===== config.mk =====
export PLATFORM = sky130hd
export DESIGN_NAME = pipe_ctrl
export DESIGN_NICKNAME = d
export VERILOG_FILES = /design/src/rtl/pipe_ctrl_pkg.sv /design/src/rtl/pipe_ctrl_exc_vec_sel.sv /design/src/rtl/pipe_ctrl.sv
export SDC_FILE = /design/constraint.sdc
export NUM_CORES = 1
export LEC_CHECK = 0
export ABC_CLOCK_PERIOD_IN_PS = 2620
export CELL_PAD_IN_SITES_DETAIL_PLACEMENT = 0
export CELL_PAD_IN_SITES_GLOBAL_PLACEMENT = 1
export CORE_AREA = 2 2 45 47
export CTS_CLUSTER_DIAMETER = 40
export DETAILED_ROUTE_END_ITERATION = 16
export DIE_AREA = 0 0 47 49
export DONT_BUFFER_PORTS = 1
export PLACE_DENSITY_LB_ADDON = 0.1
export SLEW_MARGIN = 20
export SYNTH_ARGS = -nofsm -noshare
export SYNTH_HDL_FRONTEND = slang
export SYNTH_SLANG_ARGS = --single-unit

===== constraint.sdc =====
create_clock -name clk -period 2.62 [get_ports clk]
set_input_delay 0.393 -clock clk [delete_from_list [all_inputs] [get_ports clk]]
set_output_delay 0.393 -clock clk [all_outputs]
set_load 0.05 [all_outputs]

===== src/rtl/pipe_ctrl_pkg.sv =====
// Shared constants for the pipeline control unit: stall bit positions,
// exception codes and FSM state encodings.
package pipe_ctrl_pkg;

  localparam int STALL_PC  = 0;
  localparam int STALL_IF  = 1;
  localparam int STALL_ID  = 2;
  localparam int STALL_EX  = 3;
  localparam int STALL_MEM = 4;
  localparam int STALL_WB  = 5;

  localparam logic Stop   = 1'b1;
  localparam logic NoStop = 1'b0;

  localparam logic [5:0] STALL_NONE   = 6'b000000;
  localparam logic [5:0] STALL_IF_PAT = 6'b000011;
  localparam logic [5:0] STALL_ID_PAT = 6'b000111;
  localparam logic [5:0] STALL_EX_PAT = 6'b001111;

  localparam logic [31:0] EXC_INTERRUPT    = 32'h0000_0001;
  localparam logic [31:0] EXC_SYSCALL      = 32'h0000_0008;
  localparam logic [31:0] EXC_BREAK        = 32'h0000_0009;
  localparam logic [31:0] EXC_INST_INVALID = 32'h0000_000a;
  localparam logic [31:0] EXC_OVERFLOW     = 32'h0000_000c;
  localparam logic [31:0] EXC_TRAP         = 32'h0000_000d;
  localparam logic [31:0] EXC_ERET         = 32'h0000_000e;

  typedef enum logic [1:0] {
    ST_IDLE     = 2'd0,
    ST_MADD2    = 2'd1,
    ST_DIV_WAIT = 2'd2
  } state_e;

endpackage


===== src/rtl/pipe_ctrl_exc_vec_sel.sv =====
// Maps the exception code from MEM to the redirect PC.
module pipe_ctrl_exc_vec_sel
  import pipe_ctrl_pkg::*;
#(
  parameter logic [31:0] EXC_VECTOR = 32'h0000_0040,
  parameter logic [31:0] INT_VECTOR = 32'h0000_0020
) (
  input  logic [31:0] excepttype_i,
  input  logic [31:0] cp0_epc_i,
  output logic [31:0] new_pc_o
);

  always_comb begin
    new_pc_o = 32'h0;
    case (excepttype_i)
      32'h0:            new_pc_o = 32'h0;
      EXC_INTERRUPT:    new_pc_o = INT_VECTOR;
      EXC_SYSCALL,
      EXC_BREAK,
      EXC_INST_INVALID,
      EXC_OVERFLOW,
      EXC_TRAP:         new_pc_o = EXC_VECTOR;
      EXC_ERET:         new_pc_o = cp0_epc_i;
      default:          new_pc_o = EXC_VECTOR;
    endcase
  end

endmodule


===== src/rtl/pipe_ctrl.sv =====
// Pipeline control: merges stall requests, sequences multi-cycle EX ops,
// and issues flush/redirect on exceptions.
//
// state       | meaning
// ST_IDLE     | no multi-cycle op in flight
// ST_MADD2    | second cycle of multiply-accumulate, no stall
// ST_DIV_WAIT | divider running, EX held until div_ready_i
module pipe_ctrl
  import pipe_ctrl_pkg::*;
#(
  parameter logic [31:0] EXC_VECTOR = 32'h0000_0040,
  parameter logic [31:0] INT_VECTOR = 32'h0000_0020
) (
  input  logic        clk,
  input  logic        rst,
  input  logic        stallreq_from_if,
  input  logic        stallreq_from_id,
  input  logic        ex_multi_i,
  input  logic        ex_div_i,
  input  logic        div_ready_i,
  input  logic [31:0] excepttype_i,
  input  logic [31:0] cp0_epc_i,
  output logic [5:0]  stall_o,
  output logic        flush_o,
  output logic [31:0] new_pc_o,
  output logic [1:0]  cnt_o,
  output logic        div_start_o,
  output logic        div_annul_o
);

  state_e      state_q, state_d;
  logic        exc;
  logic        ex_busy;
  logic [5:0]  stall_c;
  logic [1:0]  cnt_c;
  logic        div_start_c;
  logic        div_annul_c;
  logic [31:0] new_pc_c;

  assign exc = (excepttype_i != 32'h0);

  always_ff @(posedge clk or negedge rst) begin
    if (!rst) state_q <= ST_IDLE;
    else      state_q <= state_d;
  end

  always_comb begin
    state_d     = state_q;
    ex_busy     = 1'b0;
    cnt_c       = 2'd0;
    div_start_c = 1'b0;
    div_annul_c = 1'b0;
    stall_c     = STALL_NONE;

    case (state_q)
      ST_IDLE: begin
        ex_busy     = ex_multi_i | ex_div_i;
        div_start_c = ex_div_i & ~exc;
        if (ex_multi_i)    state_d = ST_MADD2;
        else if (ex_div_i) state_d = ST_DIV_WAIT;
      end
      ST_MADD2: begin
        cnt_c   = 2'd1;
        state_d = ST_IDLE;
      end
      ST_DIV_WAIT: begin
        ex_busy     = ~div_ready_i;
        div_start_c = ~div_ready_i & ~exc;
        div_annul_c = exc;
        if (div_ready_i) state_d = ST_IDLE;
      end
      default: state_d = ST_IDLE;
    endcase

    if (exc) state_d = ST_IDLE;

    if (exc)                   stall_c = STALL_NONE;
    else if (ex_busy)          stall_c = STALL_EX_PAT;
    else if (stallreq_from_id) stall_c = STALL_ID_PAT;
    else if (stallreq_from_if) stall_c = STALL_IF_PAT;
  end

  pipe_ctrl_exc_vec_sel #(
    .EXC_VECTOR (EXC_VECTOR),
    .INT_VECTOR (INT_VECTOR)
  ) u_exc_vec_sel (
    .excepttype_i (excepttype_i),
    .cp0_epc_i    (cp0_epc_i),
    .new_pc_o     (new_pc_c)
  );

  // Reset forces outputs low without waiting for an edge, so a divide in
  // flight drops its run request as soon as reset is asserted.
  assign stall_o     = rst ? stall_c : STALL_NONE;
  assign flush_o     = rst & exc;
  assign new_pc_o    = rst ? new_pc_c : 32'h0;
  assign cnt_o       = rst ? cnt_c : 2'd0;
  assign div_start_o = rst & div_start_c;
  assign div_annul_o = rst & div_annul_c;

endmodule


-- Word level (Yosys, flattened, before mapping)
Index checks and enable logic that the tools add are counted.
- flip-flop bits (word level): 2
- output and inout bits: 43
- bitwise logic cells: 8
- reduce and logical (&&, ||, !) cells: 4
- eq/ne operators: 6
- multiplexer cells: 17
- operator list (operator ; count):
    $pmux W32 S3 ; 1
    $eq A32 B1 Y1 const B ; 1
    $eq A32 B4 Y1 const B ; 1
    $logic_not A32 Y1 ; 1
    $mux W32 ; 1
    $reduce_bool A32 Y1 ; 1
    $mux W2 ; 6
    $mux W4 ; 2
    $mux W6 ; 1
    $and A1 B1 Y1 ; 5
    $ne A4 B4 Y1 const B ; 1
    $pmux W1 S2 ; 2
    $pmux W2 S2 ; 1
    $mux W3 ; 1
    $ne A3 B3 Y1 const B ; 1
    $eq A2 B1 Y1 const B ; 1
    $eq A2 B2 Y1 const B ; 1
    $logic_not A2 Y1 ; 1
    $mux W1 ; 2
    $not A1 Y1 ; 2
    $reduce_and A2 Y1 ; 1
    $or A1 B1 Y1 ; 1

-- Depth between registers and ports, before layout
Gate-level depths: netlist of the first run.
- word-level depth: 5
- depth in mapped cells: 6
- gate-level depth less buffers: 4

-- Modules after synthesis
From an unflattened synthesis of the first run, not the netlist that was laid out.
- cells, all modules: 159
- area total of the unflattened synthesis: 932.1 um^2
- by module, submodules not included (module ; area each (um^2) ; cells each ; seq. area each (um^2) ; times used):
    pipe_ctrl ; 534.3 ; 75 ; 50.0 ; 1
    pipe_ctrl_exc_vec_sel ; 397.9 ; 84 ; 0.0 ; 1

-- Worst setup path after synthesis of the first run
No wires, ideal clock.
- path type: input port to output port
- start point: input excepttype_i[6]
- end point: output new_pc_o[5]
- buffers on the path: 0
- arrival time: 2438 ps
- slack: -211 ps
- stages on the path: 3
- cell sequence: nor4_2 nand4_2 nor4_1
- longest elaborated chain between the ends: 3
- elaborated cells between the ends (all ways): 5
- ends and longest elaborated chain (element ; line ; RTL):
    start: declaration ; pipe_ctrl.sv:21 ; input logic [31:0] excepttype_i,
    $eq A32 B4 Y1, or another cell as far along ; pipe_ctrl_exc_vec_sel.sv:15 ; case (excepttype_i)
    $pmux W32 S3 (*) ; pipe_ctrl_exc_vec_sel.sv:15 ;
    $mux W32 (*) ; pipe_ctrl.sv:96 ; assign new_pc_o = rst ? new_pc_c : 32'h0;
    end: declaration ; pipe_ctrl.sv:25 ; output logic [31:0] new_pc_o,
Mark *: on every way between the ends. The rest lies on a longest branch, timed or not.

-- Final worst setup path of the first run
- start point: input excepttype_i[0]
- end point: output flush_o
- longest elaborated chain between the ends: 2
- ends and longest elaborated chain (element ; line ; RTL):
    $reduce_bool A32 Y1 ; pipe_ctrl.sv:40 ; assign exc = (excepttype_i != 32'h0);
    $and A1 B1 Y1 ; pipe_ctrl.sv:95 ; assign flush_o = rst & exc;
    end: declaration ; pipe_ctrl.sv:24 ; output logic flush_o,
Every way passes these cells.

==> flow_summary.rst, run 1 <==
.. list-table::
   :header-rows: 1

   * - Metric
     - Value
   * - Flip-flop count of the largest register after layout
     - 2
   * - Pins Over Slew Limit
     - 0
   * - Syn avg cell area
     - around 7.3 µm²
   * - Kind of capture point of the worst setup path
     - output pin
   * - Average via count per standard cell
     - about 5.6
   * - Largest net degree at the start of global routing
     - 33
   * - Net Switching
     - approximately 42 µW
   * - Sequential element share of the synthesized area
     - approximately 8.4%
   * - Max-cap violations
     - 0
   * - Worst Path Required
     - 2.23 ns
   * - Area of the die
     - approximately 2300 µm²
   * - Count of state elements after synthesis
     - 2
   * - Yosys top cell by area
     - and3_1
   * - Portion of total power attributed to combinational logic
     - roughly a quarter
   * - Biggest fanout along the worst timing path
     - 5
   * - Largest clock skew in the final design
     - 0.00222 ns
   * - Sum of negative setup slack
     - 0 ns
   * - Ratio of total power to cell area
     - 105 nW/µm²
   * - Sequential fraction of design power
     - 23.6%
   * - Worst slew margin
     - 41.7%
   * - Status
     - finished, final reports clean
   * - Total I/O pin count
     - 114
   * - Dominant cells by area after synthesis
     - and3_1 31%, dfrtp_1 8.4%, nor4_2 8.4%
   * - HP Start
     - ex_multi_i
   * - Clock-pin slew reported for the worst setup and hold paths after clock tree synthesis
     - roughly 0.03 ns
   * - Total routed wirelength
     - ~2.4 mm
   * - Initial antenna violation count
     - 0
   * - Ys async rst share
     - 100%
   * - Number of endpoints with negative hold slack in the final report
     - 0
   * - Worst reg2reg endpoint
     - state_q[1]
   * - All-layer global routing usage
     - approximately a fifth
   * - Number of H-tree branching levels
     - 1
   * - Tightest hold margin
     - 0.329 ns
   * - Layout Nets
     - ~190
   * - Fraction of final layout cells with drive strength greater than 1
     - 45.6%
   * - Net Sw Frac
     - a little under a third
   * - Number of instances in the synthesized netlist
     - a little over 80
   * - Number of unique standard cell types used by synthesis
     - 27
   * - Top-count cell post-synth
     - and3_1
   * - Number of DRC markers in iteration 0
     - 25
   * - Count of endpoints failing setup in the final report
     - 0
   * - Design internal power
     - about 90 µW
   * - Combined area of all synthesized cells
     - 594 µm²
   * - Gpl congestion
     - ~0.67
   * - Hold worst-path end
     - state_q[0]
   * - Delay of the slowest critical-path stage
     - about 0.60 ns
   * - Part of the cycle the worst path needs
     - around 84%
   * - RSZ-0062 raised after global routing
     - no
   * - Sequence of cells on the critical path
     - nor4_1 > nor3b_1 > nor2_1
   * - Number of warnings reported in the yosys synthesis log
     - 0
   * - Global-route wire length before repair
     - around 3.5 mm
   * - Post CTS Setup Buffer Count
     - 0
   * - Registers with the most flip-flops
     - state_q: 2 flops
   * - Top cell types by occurrence after synthesis
     - 29 x and3_1, 5 x nor4_1
   * - Clock Root Buffer
     - clkbuf_4
   * - Wirelength per Cell
     - around 17 µm
   * - Worst IR Drop VDD
     - 199 µV
   * - Reg2Reg Launch Point
     - state_q[1]
   * - Number of global-route vias before repair
     - 729
   * - Minimum setup slack in the final design
     - 0.425 ns
   * - # fillers
     - between 100 and 150
   * - Clock tree from TritonCTS
     - built
   * - Core utilization of the finished layout
     - between 60% and 70%
   * - Starting utilization of the core area
     - about 32%
   * - Max Buffers Root-to-Sink
     - 2
   * - Kind of critical path
     - in -> out
   * - Number of standard-cell rows in the floorplan
     - 16
   * - Post-detailed-placement half-perimeter wirelength
     - roughly 2.1 mm
   * - Sinks on Clock Net
     - 2
   * - Remaining global-route overflow
     - 0
   * - Register name with the most flops
     - state_q
   * - Power consumption
     - 132 µW
   * - Area fraction of the dominant cell type after synthesis
     - 30.5%
   * - Number of stages on the worst hold path
     - 1
   * - Worst-case setup slack after placement
     - approximately 0.46 ns
   * - Worst skew pair latency
     - 0.22 ns
   * - Die Width
     - 47 µm
   * - Fraction of power consumed by the clock network
     - approximately 50%
   * - Post-synthesis to final-layout area growth
     - 112%
   * - Data arrival, critical path
     - ~1.8 ns
   * - Count of unresolved DRC violations after routing
     - 0
   * - Post-layout min period
     - 2.19 ns
   * - Core Footprint
     - roughly 1800 µm²
   * - Leak
     - ~0.00062 µW
   * - Via Count
     - a little under 800
   * - Worst reg-to-reg setup slack
     - ~1.7 ns
   * - Transition time of the tightest slew-check pin
     - 0.872 ns
   * - Max Fclk
     - 0.456 GHz
   * - Chip height
     - ~50 µm
   * - Number of enable-type register cells in the synthesized netlist
     - 0
   * - Worst hold path type
     - in -> reg
   * - Antenna Diode Count
     - 0
   * - Length in cells of the worst reg-to-reg path
     - 3
   * - Post-detailed-route count of antenna-violating nets
     - 0
   * - Critical Path Slowest Stage Cell
     - nor4_1
   * - Leading register cell type out of synthesis
     - dfrtp_1
   * - Port Buf Inserts
     - 0
   * - Number of buffers created by CTS
     - 3
   * - First-pass DRT Iterations
     - 4
   * - Number of gates resized after CTS
     - 0
   * - Startpoint type of the worst setup path
     - input pin
==> worst max-delay path, delay by kind of cell <==
kind	cells	cell delay, ns
simple gates	3	1.40
==> power by group through the flow <==
stage	logic (µW)	registers, µW	clock network, µW
finish	34.2	31.1	66.6
global route	36.2	31.1	69.4
CTS	33.8	31.1	70.5
detailed placement	32.2	31.5	0
global placement	31.6	31.5	0
floorplan	31.8	31.5	0
==> cells by family (layout without fill, tap and decap cells) <==
| group | count (synthesis) | count (layout) | share of synthesized area [%] |
|---|---|---|---|
| flops | 2 | 2 | 8.42 |
| simple gates | 58 | 58 | 67.8 |
| buf+inv | 12 | 43 | 13.9 |
| compound gates | 8 | 8 | 9.26 |
| other cells | 1 | 3 | 0.631 |
==> placed cells by master, fill, tap and decap left out, types with 2 or more instances in the layout <==
cell type	instances
buf_12	30
and3_1	29
buf_4	7
nor4_2	5
nor4_1	4
nor2_1	4
and3_2	4
a21oi_1	3
conb_1	3
clkbuf_4	3
inv_1	2
nor3_1	2
nand2b_1	2
dfrtp_1	2
==> through the flow <==
stage,cell area [µm²],instances
2_1_floorplan,614,83
3_3_place_gp,1230,137
3_5_place_dp,1230,137
4_1_cts,1260,141
5_1_grt,1260,141
6_report,1260,141
==> metal layers <==
| metal | track usage (%) | vias to the layer above | share of wire, % |
|---|---|---|---|
| met3 | 5.93 | 6 | 11 |
| met4 | 11.1 | 0 | 2.7 |
| met2 | 33.1 | 52 | 52 |
| met5 | 0 | - | 0 |
| li1 | - | 371 | - |
| met1 | 23.5 | 355 | 34 |
==> what timing repair did <==
action                                 in CTS  in global routing
setup endpoints to repair                   0                  0
endpoints found under the hold margin       2                  0
hold buffers                                1                  0
==> how the worst max path moves through the flow <==
stage,from,end,slack [ns],cells after the start
global placement,excepttype_i[14],stall_o[1],0.51,6
CTS,excepttype_i[6],stall_o[1],0.47,6
detailed placement,excepttype_i[0],flush_o,0.46,3
finish,excepttype_i[0],flush_o,0.43,3
global route,excepttype_i[0],flush_o,0.27,3
floorplan,excepttype_i[6],stall_o[1],0.12,6
==> area by class of cell <==
type / instances / area, µm² / share of cell area [%]
clock buffer: 3 / 22.5 / 1.79
inverter: 2 / 7.51 / 0.596
multi-input combinational: 69 / 482 / 38.3
tap: 27 / 33.8 / 2.68
sequential: 2 / 50.0 / 3.98
timing repair buffer: 38 / 663 / 52.7
No activity file was read; power rests on OpenSTA's default activity.
==> run 2: changes to the inputs <==
ABC_CLOCK_PERIOD_IN_PS = 1800   (was 2620)
CORE_AREA = default   (was 2 2 45 47)
CORE_UTILIZATION = 29   (was default)
DIE_AREA = default   (was 0 0 47 49)
clock period = 1.8 ns   (was 2.62 ns; I/O delays follow)
==> run 2 against run 1 <==
Net effect: clock skew hardly changed; total power is 54% higher; die area is 3.0% lower; core utilization is 20 points lower; clock-buffer cell count stayed put; final area is 25% lower; critical path depth is 3 higher; non-clock buffer count is 22 lower; combinational power is 72% higher; via count is 13% lower.
==> flow_summary.rst, run 2 (synthesis results as in run 1) <==
.. list-table::
   :header-rows: 1

   * - Metric
     - Value
   * - Status
     - finished, final reports clean
   * - Kind of critical path
     - in -> out
   * - Data arrival, critical path
     - 1.44 ns
   * - Average via count per standard cell
     - 5.74
   * - Instance area after placement
     - between 900 and 1000 µm²
   * - Global-route wire length before repair
     - 2.03 mm
   * - Instance count after placement with tap cells included
     - 115
   * - Clock tree from TritonCTS
     - built
   * - Max-cap violations
     - 0
   * - Total I/O pin count
     - ~110
   * - Post-synthesis to final-layout area growth
     - 59.2%
   * - Post CTS Setup Buffer Count
     - 0
   * - Number of DRC markers in iteration 0
     - 8
   * - Chip height
     - between 40 and 50 µm
   * - Initial antenna violation count
     - 0
   * - Design internal power
     - ~140 µW
   * - Core utilization of the finished layout
     - approximately half
   * - Antenna Diode Count
     - 0
   * - Max Fclk
     - 0.584 GHz
   * - Worst skew pair latency
     - 0.22 ns
   * - Post-route cell area
     - between 900 and 1000 µm²
   * - Sequential fraction of design power
     - between 20 and 25%
   * - Count of placed standard cells in the final layout, fillers left out
     - roughly 120
   * - Worst reg-to-reg setup slack
     - 0.83 ns
   * - Port Buf Inserts
     - 0
   * - First-pass DRT Iterations
     - 4
   * - Part of the cycle the worst path needs
     - ~95%
   * - Fraction of power consumed by the clock network
     - 48.8%
   * - Fraction of final layout cells with drive strength greater than 1
     - a little over 70%
   * - Startpoint type of the worst setup path
     - input pin
   * - Total routed wirelength
     - about 1.7 mm
   * - Met3 GRT Util
     - less than 1%
   * - Number of global-route vias before repair
     - 494
   * - Largest net degree at the start of global routing
     - 35
   * - Count of endpoints failing setup in the final report
     - 0
   * - Worst hold path type
     - in -> reg
   * - Worst slew margin
     - 51.5%
   * - Commonest non-fill, non-tap cells in the layout
     - 31 x and3_2, 9 x buf_4, 7 x nor4_4
   * - Post-layout min period
     - about 1.7 ns
   * - Critical Path Slowest Stage Cell
     - nor4_4
   * - Register name with the most flops
     - state_q
   * - Net Switching
     - 64.3 µW
   * - Portion of total power attributed to combinational logic
     - roughly 29%
   * - Flip-flop count of the largest register after layout
     - 2
   * - All-layer global routing usage
     - between 10% and 20%
   * - Max Buffers Root-to-Sink
     - 2
   * - Pins Over Slew Limit
     - 0
   * - Core Footprint
     - 1940 µm²
   * - Worst Path Required
     - between 1.5 and 2 ns
   * - Sinks on Clock Net
     - 2
   * - Number of standard-cell rows in the floorplan
     - 16
   * - Biggest fanout along the worst timing path
     - 34
   * - Sequence of cells on the critical path
     - nor4_4 > nand3_2 > nor3_4 > buf_12 > o311a_4 > buf_12
   * - Remaining global-route overflow
     - 0
   * - Gpl congestion
     - 0.626
   * - Met1 usage in global routing
     - roughly 15%
   * - Layout Nets
     - about 170
   * - Largest delay share family, worst path
     - simple AND/OR/NAND/NOR gates
   * - Ratio of total power to cell area
     - 215 nW/µm²
   * - Wirelength per Cell
     - around 14 µm
   * - RSZ-0062 raised after global routing
     - no
   * - Delay of the slowest critical-path stage
     - ~0.26 ns
   * - Registers with the most flip-flops
     - state_q: 2 flops
   * - Die Width
     - ~47 µm
   * - Via Count
     - about 680
   * - Net Sw Frac
     - 31.6%
   * - Post-detailed-placement half-perimeter wirelength
     - around 1.4 mm
   * - Largest clock skew in the final design
     - about 0.0018 ns
   * - Transition time of the tightest slew-check pin
     - around 0.72 ns
   * - Area of the die
     - roughly 2200 µm²
   * - Kind of capture point of the worst setup path
     - output pin
   * - Buffer and inverter count on the worst path
     - 2
   * - Grt peak-use layer
     - met2
   * - Number of buffers created by CTS
     - 3
   * - Starting utilization of the core area
     - between 30% and 40%
   * - Worst IR Drop VDD
     - 232 µV
   * - Most numerous cell on the critical path
     - buf_12
   * - Number of endpoints with negative hold slack in the final report
     - 0
   * - Count of unresolved DRC violations after routing
     - 0
   * - Most common cell after layout, fill and taps aside
     - and3_2
   * - Clock-pin slew reported for the worst setup and hold paths after clock tree synthesis
     - approximately 0.03 ns
   * - Clock Root Buffer
     - clkbuf_4
   * - Leak
     - about 0.00044 µW
   * - Number of H-tree branching levels
     - 1
   * - Post-detailed-route count of antenna-violating nets
     - 0
   * - Met2 Track Usage GR
     - 23.0%
## run 2: cell types whose count changed in the layout (fill, tap and decap cells not counted), moves of 2 or more
cell    change
nor4_2      -4
and3_2     +27
nor4_1      -3
and3_1     -28
nor4_4      +7
buf_12     -24
buf_4       +2
## run 2: power by group through the flow
stage	Combinational [µW]	Sequential [µW]	Clock (µW)
after floorplan	52.2	45.8	0
after global placement	55.2	45.8	0
after detailed placement	55.9	45.8	0
after CTS	58.3	45.3	107
after global routing	63.3	45.3	105
final	58.8	45.3	99.2
## run 2: worst paths after layout
path,start,to,cells past startpoint
min in group asynchronous,rst,state_q[0],1
max reg2reg,state_q[1],state_q[1],3
min,ex_multi_i,state_q[0],1
max in group asynchronous,rst,state_q[1],1
max,excepttype_i[19],stall_o[1],6
min reg2reg,state_q[1],state_q[0],2
## run 2: stage by stage
stage / power [µW] / hold WS, ns / setup TNS [ns] / worst slack, ns
after global routing: 214 / 0.201 / 0 / 0.00272
after CTS: 211 / 0.199 / 0 / 0.0377
after detailed placement: 102 / -0.0255 / 0 / 0.0720
after global placement: 101 / -0.0255 / 0 / 0.0815
final: 203 / 0.212 / 0 / 0.0872
after floorplan: 98.0 / -0.0256 / -0.210 / -0.0995
## run 2: layer usage
metal | routed length, µm | up-vias
met2 | 897 | 60
met5 | 0 | -
met1 | 628 | 297
met3 | 190 | 0
met4 | 0 | 0
li1 | - | 326
## run 2: worst reg2reg max path, cell delays in order (launching register included)
cell	delay, ns
dfrtp_1	0.41
nand2b_1	0.17
o21ai_0	0.14
and3b_1	0.18
## run 2: what timing repair did
item,in CTS,in global routing
hold endpoints to repair,2,0
setup endpoints to repair,0,3
resized for setup,0,3
hold buffers,1,0
## run 2: area by class of cell
cell class	count	area [µm²]
multi-input combinational	69	634
tap	27	33.8
timing repair buffer	16	198
clock buffer	3	22.5
fill	183	996
inverter	2	7.51
sequential	2	50.0
==> run 3: changes to the inputs <==
CTS_CLUSTER_SIZE = 20   (was default)
==> results of run 3 <==
The final DEF is identical to that of run 2; final timing and power are the same.
